[src/rtl/mdl_op_seq.sv]
// mdl_op_seq: steps the NTT / INTT / pointwise-multiply engines through a
// fixed per-mode sequence, one start pulse per step, advancing on the
// matching done pulse. Busy, completion and sticky error status go back to
// the control register block.
// Optional build macro SEQ_TIMEOUT_EN adds a per-step watchdog that aborts a
// step stuck in WAIT for TO_CYCLES cycles and reports error code 11.
module mdl_op_seq #(
    parameter int          TO_WIDTH  = 16,
    parameter int unsigned TO_CYCLES = 16'hFFFF
) (
    input  logic       iSYS_CLK,
    input  logic       iSYS_RST,
    input  logic [2:0] iCTL_MODE,
    output logic       oNTT_START,
    input  logic       iNTT_DONE,
    output logic       oINTT_START,
    input  logic       iINTT_DONE,
    output logic       oPWM_START,
    input  logic       iPWM_DONE,
    output logic       oBANK_SEL,
    output logic       oBUSY,
    output logic       oDONE,
    output logic [1:0] oERR,
    output logic [1:0] oSTEP
);

    typedef enum logic [1:0] {ST_IDLE, ST_ISSUE, ST_WAIT, ST_DONE} state_t;

    localparam logic [1:0] ENG_NTT  = 2'd0;
    localparam logic [1:0] ENG_INTT = 2'd1;
    localparam logic [1:0] ENG_PWM  = 2'd2;

    localparam logic [2:0] MODE_NONE    = 3'b000;
    localparam logic [2:0] MODE_FULL    = 3'b100;
    localparam logic [2:0] MODE_NTT_B   = 3'b101;
    localparam logic [2:0] MODE_ILLEGAL = 3'b110;
    localparam logic [2:0] MODE_ABORT   = 3'b111;

    // Engine used by a given step of a given mode.
    function automatic logic [1:0] step_eng(input logic [2:0] mode, input logic [1:0] step);
        logic [1:0] eng;
        eng = ENG_NTT;
        case (mode)
            3'b010:    eng = ENG_INTT;
            3'b011:    eng = ENG_PWM;
            MODE_FULL: begin
                case (step)
                    2'd2:    eng = ENG_PWM;
                    2'd3:    eng = ENG_INTT;
                    default: eng = ENG_NTT;
                endcase
            end
            default:   eng = ENG_NTT;
        endcase
        return eng;
    endfunction

    // Operand bank for an NTT step: B for mode 101 and for step 1 of the full poly-mul.
    function automatic logic step_bank(input logic [2:0] mode, input logic [1:0] step);
        return (mode == MODE_NTT_B) || ((mode == MODE_FULL) && (step == 2'd1));
    endfunction

    // Index of the final step of a mode; only the full poly-mul has more than one.
    function automatic logic [1:0] last_step(input logic [2:0] mode);
        return (mode == MODE_FULL) ? 2'd3 : 2'd0;
    endfunction

    state_t     state_q, state_d;
    logic [2:0] mode_q, mode_d;
    logic [1:0] step_q, step_d;
    logic [1:0] err_q, err_d;

    logic       cmd_legal;
    logic       cmd_abort;
    logic       eng_done;
    logic [1:0] cur_eng;
    logic [1:0] nxt_eng;

    logic       ntt_start_d, intt_start_d, pwm_start_d;
    logic       bank_d, busy_d, done_d;

    assign cmd_legal = (iCTL_MODE != MODE_NONE) && (iCTL_MODE != MODE_ILLEGAL) &&
                       (iCTL_MODE != MODE_ABORT);
    assign cmd_abort = (iCTL_MODE == MODE_ABORT);
    assign cur_eng   = step_eng(mode_q, step_q);
    assign eng_done  = ((cur_eng == ENG_NTT)  && iNTT_DONE)  ||
                       ((cur_eng == ENG_INTT) && iINTT_DONE) ||
                       ((cur_eng == ENG_PWM)  && iPWM_DONE);

`ifdef SEQ_TIMEOUT_EN
    localparam logic [TO_WIDTH-1:0] TO_LAST = TO_WIDTH'(TO_CYCLES - 1);

    logic [TO_WIDTH-1:0] wdog_q;
    logic                wdog_expired;

    assign wdog_expired = (wdog_q == TO_LAST);

    // Watchdog: counts WAIT cycles of the current step, cleared everywhere else.
    always_ff @(posedge iSYS_CLK) begin
        if (iSYS_RST)
            wdog_q <= '0;
        else if (state_q == ST_WAIT)
            wdog_q <= wdog_q + 1'b1;
        else
            wdog_q <= '0;
    end
`endif

    // State register plus registered outputs.
    always_ff @(posedge iSYS_CLK) begin
        if (iSYS_RST) begin
            state_q     <= ST_IDLE;
            mode_q      <= MODE_NONE;
            step_q      <= 2'd0;
            err_q       <= 2'b00;
            oNTT_START  <= 1'b0;
            oINTT_START <= 1'b0;
            oPWM_START  <= 1'b0;
            oBANK_SEL   <= 1'b0;
            oBUSY       <= 1'b0;
            oDONE       <= 1'b0;
        end else begin
            state_q     <= state_d;
            mode_q      <= mode_d;
            step_q      <= step_d;
            err_q       <= err_d;
            oNTT_START  <= ntt_start_d;
            oINTT_START <= intt_start_d;
            oPWM_START  <= pwm_start_d;
            oBANK_SEL   <= bank_d;
            oBUSY       <= busy_d;
            oDONE       <= done_d;
        end
    end

    // Next-state: command decode, step advance, abort and error tracking.
    always_comb begin
        state_d = state_q;
        mode_d  = mode_q;
        step_d  = step_q;
        err_d   = err_q;
        if (state_q == ST_IDLE) begin
            if (cmd_legal) begin
                mode_d  = iCTL_MODE;
                step_d  = 2'd0;
                err_d   = 2'b00;
                state_d = ST_ISSUE;
            end else if (iCTL_MODE == MODE_ILLEGAL) begin
                err_d = 2'b01;
            end
        end else if (cmd_abort) begin
            // Abort beats a same-cycle done; error status is left alone.
            state_d = ST_IDLE;
        end else begin
            if (iCTL_MODE != MODE_NONE)
                err_d = 2'b10;
            case (state_q)
                ST_ISSUE: state_d = ST_WAIT;
                ST_WAIT: begin
                    if (eng_done) begin
                        if (step_q == last_step(mode_q)) begin
                            state_d = ST_DONE;
                        end else begin
                            step_d  = step_q + 2'd1;
                            state_d = ST_ISSUE;
                        end
                    end
`ifdef SEQ_TIMEOUT_EN
                    else if (wdog_expired) begin
                        err_d   = 2'b11;
                        state_d = ST_IDLE;
                    end
`endif
                end
                default:  state_d = ST_IDLE;
            endcase
        end
    end

    // Output decode from the upcoming state so every output leaves a flop.
    always_comb begin
        nxt_eng      = step_eng(mode_d, step_d);
        busy_d       = (state_d != ST_IDLE);
        done_d       = (state_d == ST_DONE);
        ntt_start_d  = (state_d == ST_ISSUE) && (nxt_eng == ENG_NTT);
        intt_start_d = (state_d == ST_ISSUE) && (nxt_eng == ENG_INTT);
        pwm_start_d  = (state_d == ST_ISSUE) && (nxt_eng == ENG_PWM);
        bank_d       = ((state_d == ST_ISSUE) || (state_d == ST_WAIT)) &&
                       (nxt_eng == ENG_NTT) && step_bank(mode_d, step_d);
    end

    assign oERR  = err_q;
    assign oSTEP = step_q;

endmodule

[config.mk]
export PLATFORM = sky130hd
export DESIGN_NAME = mdl_op_seq
export DESIGN_NICKNAME = d
export VERILOG_FILES = /design/src/rtl/mdl_op_seq.sv
export SDC_FILE = /design/constraint.sdc
export NUM_CORES = 1
export LEC_CHECK = 0
export CAP_MARGIN = 5
export CORE_MARGIN = 2
export CORE_UTILIZATION = 54
export CTS_CLUSTER_DIAMETER = 100
export CTS_CLUSTER_SIZE = 12
export DETAILED_ROUTE_END_ITERATION = 16
export GPL_TIMING_DRIVEN = 0
export HOLD_SLACK_MARGIN = 0.02
export PLACE_DENSITY = 0.79
export SKIP_LAST_GASP = 1
export SYNTH_ARGS = -nofsm -noshare
export SYNTH_HDL_FRONTEND = slang
export SYNTH_SLANG_ARGS = --single-unit
[constraint.sdc]
create_clock -name iSYS_CLK -period 4 [get_ports iSYS_CLK]
set_input_delay 0.8 -clock iSYS_CLK [delete_from_list [all_inputs] [get_ports iSYS_CLK]]
set_output_delay 0.8 -clock iSYS_CLK [all_outputs]
set_load 0.03 [all_outputs]
==> results.txt <==
----------------------------------------------------
[Status]
  Run status ... completed

[Setup path]
  Worst setup path endpoint ... oINTT_START
  Critical path cell sequence ... clkdlybuf4s50_1, nand3_1, and2_1, and3_1, nor2_1, o21ai_1, a32oi_1, ha_1, nor2b_1, nand2_1, o41ai_1
  RR Startpoint ... oSTEP[0]
  Capturing element type of the critical path ... flip-flop
  Endpoint arrival time on the critical path ... 3390 ps
  FF-to-FF setup slack ... 1150 ps
  RR Endpoint ... oINTT_START
  Crit path depth ... 11
  Setup Crit Path Kind ... input pin to flip-flop
  Worst-case reg-to-reg path depth ... 11
  Data required time at the worst endpoint ... 4180 ps
  Critical Path Start Type ... input pin
  Crit. Startpoint ... iCTL_MODE[0]
  Crit path max-delay family ... simple AND/OR/NAND/NOR gates
  Buf/Inv on CP ... 1
  Worst-path cell with the longest stage delay ... sky130_fd_sc_hd__clkdlybuf4s50_1
  Crit-path max cell delay ... 590 ps
  Highest net fanout along the worst path ... 8

[Layout]
  Number of nets in the layout ... 157
  Final core utilization ... 69.6%
  Area added between synthesis and finish ... 22.7%
  Fraction of layout instances using a drive strength above 1 ... 4.29%
  Count of inserted antenna diode cells ... 0
  Post-layout instance area ... 1180 µm²
  Layout Cells excl Fill ... 157

[Synthesis]
  Post-synthesis instance area ... 958 µm²
  Most common flop cell mapped by yosys ... sky130_fd_sc_hd__dfxtp_1
  Top post-synthesis cells by count ... sky130_fd_sc_hd__dfxtp_1 (15), sky130_fd_sc_hd__nor2_1 (14), sky130_fd_sc_hd__inv_1 (9), sky130_fd_sc_hd__nand2_1 (9), sky130_fd_sc_hd__ha_1 (8)
  Number of register bits inferred by synthesis ... 15
  Synthesized Nets ... 135
  Avg Inst Size Synth ... 8.05 µm²
  Sequential cell area fraction in the yosys report ... 31.3%
  Number of standard cells after synthesis ... 119
  Biggest area contributors in the synthesized netlist ... sky130_fd_sc_hd__dfxtp_1 (31%), sky130_fd_sc_hd__ha_1 (10%), sky130_fd_sc_hd__nor2_1 (5.5%)
  Most numerous cell in the Yosys netlist ... sky130_fd_sc_hd__dfxtp_1
  Top-area cell type share of the netlist area ... 31.3%
  Asr flop ratio synth ... 0%
  Post-synthesis cell type count ... 37
  Synth warn ... 0
  Number of flops mapped to enable cells by yosys ... 0
  Yosys top cell by area ... sky130_fd_sc_hd__dfxtp_1

[Placed design]
  Total half-perimeter wirelength after legalization and detailed placement ... 1670 µm
  Placed instance count ... 153
  Cell Area, Placed ... 1150 µm²
  Placer congestion estimate ... 0.815
  Worst setup timing slack at the placement stage ... 544 ps
  Port Buf Inserts ... 17

[STA]
  Unrepaired setup endpoints after global routing ... false
  Setup TNS ... 0 ps
  Minimum hold slack ... 471 ps
  Hold Vio Cnt, Final ... 0
  Worst max-slew margin expressed relative to the limit ... 63.7%
  Slew of the pin with the lowest slew margin ... 544 ps
  Setup Viol. Count Final ... 0
  Setup WS post-layout ... 796 ps
  Share of the clock period used by the worst path after layout ... 80.1%
  Slew Viols, Final ... 0
  Fmax ... 312 MHz
  Final clock skew ... 9.30 ps
  Period minus WS final ... 3200 ps

[Floorplan]
  Standard-cell row count ... 15
  Core footprint ... 1690 µm²
  Die boundary width ... 46.1 µm
  Number of I/O pins ... 18
  Starting utilization of the core area ... 56.7%
  Die extent in y ... 46.1 µm
  Area of the die ... 2130 µm²

[Job]
  Number of max-cap violations ... 0

[Global routing]
  Vias in the first global route ... 886
  Maximum number of pins on one net before global-route repair ... 11
  All-Layer GR Usage ... 24.2%
  Number of antenna violations at the first check in global routing ... 0
  Overall overflow remaining after global route ... 0
  First-pass GRT wire length ... 3760 µm

[Routing]
  Number of routed nets with antenna violations ... 0
  DRC ... 0
  Routed length per instance ... 13.7 µm
  Vias after detailed routing ... 905
  Mean number of vias per cell ... 5.76
  Number of iterations in the first detailed-routing pass ... 4
  Final wirelength ... 2150 µm
  Drt initial violations ... 18

[Power and ir drop]
  Worst IR drop on VDD ... 0.257 mV
  Ratio of total power to cell area ... 297 nW/µm²
  Pwr Total ... 0.349 mW
  Leakage Power ... 0.511 nW

[Worst hold path]
  Path type of the worst min-delay path ... flip-flop to flip-flop
  Source of the worst hold timing path ... oERR[0]

[Clock tree]
  Source-to-sink clock delay at the later pin of the worst-skew pair ... 280 ps
  H-tree depth reported by CTS ... 1
  Count of buffers added by post-CTS timing repair for setup ... 0
  Hold Buf Count CTS ... 0
  Clock transition at the registers of the reported paths ... 90 ps
  Number of clock sinks seen by CTS ... 15
  Bufs on Longest Clock Path ... 2
  Clock root buffer master ... sky130_fd_sc_hd__clkbuf_4
  Number of buffers created by CTS ... 3
  PostCTS Resize Cnt ... 0
  TritonCTS clock tree ... done

----------------------------------------------------
-- kinds of logic after synthesis --
| group | synth area share [%] |
|---|---|
| flip-flops | 31.3 |
| AO/OA/AOI/OAI | 23.0 |
| AND/OR/NAND/NOR | 29.9 |
| adder cells (fa/ha/maj) | 10.4 |
| multiplexers | 1.04 |
| buffers and inverters | 4.31 |
-- state kept, by name (all words and copies together), names as in the netlist --
register and cells:
state_q 2, oNTT_START 1, oINTT_START 1, oPWM_START 1
oBANK_SEL 1, oSTEP 2, oBUSY 1, mode_q 3
oDONE 1, oERR 2
-- worst reg2reg max path, stage by stage (launching register included) --
cell,delay [ps]
sky130_fd_sc_hd__dfxtp_1,390
sky130_fd_sc_hd__ha_1,240
sky130_fd_sc_hd__and4bb_1,190
sky130_fd_sc_hd__a211o_1,250
sky130_fd_sc_hd__o211a_1,280
sky130_fd_sc_hd__nor2_1,120
sky130_fd_sc_hd__o21ai_1,70
sky130_fd_sc_hd__a32oi_1,360
sky130_fd_sc_hd__ha_1,210
sky130_fd_sc_hd__nor2b_1,280
sky130_fd_sc_hd__nand2_1,100
sky130_fd_sc_hd__o41ai_1,250
-- routing by layer --
layer  up-vias  part of all wire [%]  global-route usage [%]
met4         0                   1.2                    10.3
met3         4                   3.5                    3.14
met1       414                    45                    31.7
li1        461                     -                       -
met5         -                     0                       0
met2        26                    50                    39.4
-- cell usage in the layout (no fill, tap or decap), types with 4 or more instances in the layout --
cell and instances:
sky130_fd_sc_hd__nor2_1 14, sky130_fd_sc_hd__nand2_1 9, sky130_fd_sc_hd__nor2b_1 4, sky130_fd_sc_hd__nor3_1 4, sky130_fd_sc_hd__o21a_1 4, sky130_fd_sc_hd__nand3_1 4
sky130_fd_sc_hd__ha_1 8, sky130_fd_sc_hd__o21ai_0 4, sky130_fd_sc_hd__a21oi_1 5, sky130_fd_sc_hd__dfxtp_1 15, sky130_fd_sc_hd__inv_1 9, sky130_fd_sc_hd__and2_1 5
sky130_fd_sc_hd__clkdlybuf4s50_1 17, sky130_fd_sc_hd__o21ai_1 5
-- cell type report --
cell class	count	area (µm²)
Buffer	2	7.51
Clock buffer	4	26.3
Fill cell	155	513
Inverter	9	33.8
Multi-Input combinational cell	93	617
Sequential cell	15	300
Tap cell	17	21.3
Timing Repair Buffer	17	170
-- report_power, final --
part	switching, mW	total, mW	internal [mW]
registers	0.00636	0.165	0.159
clock network	0.0472	0.0859	0.0387
logic	0.0565	0.0984	0.0419
total	0.110	0.349	0.239
-- how the worst min path moves through the flow --
stage          depth (start not counted)         to
6_report                               2    oERR[0]
5_1_grt                                2    oERR[0]
4_1_cts                                2    oERR[0]
3_5_place_dp                           2    oERR[0]
3_3_place_gp                           2    oERR[0]
2_1_floorplan                          2  mode_q[1]
(Power assumes the default switching activity.)
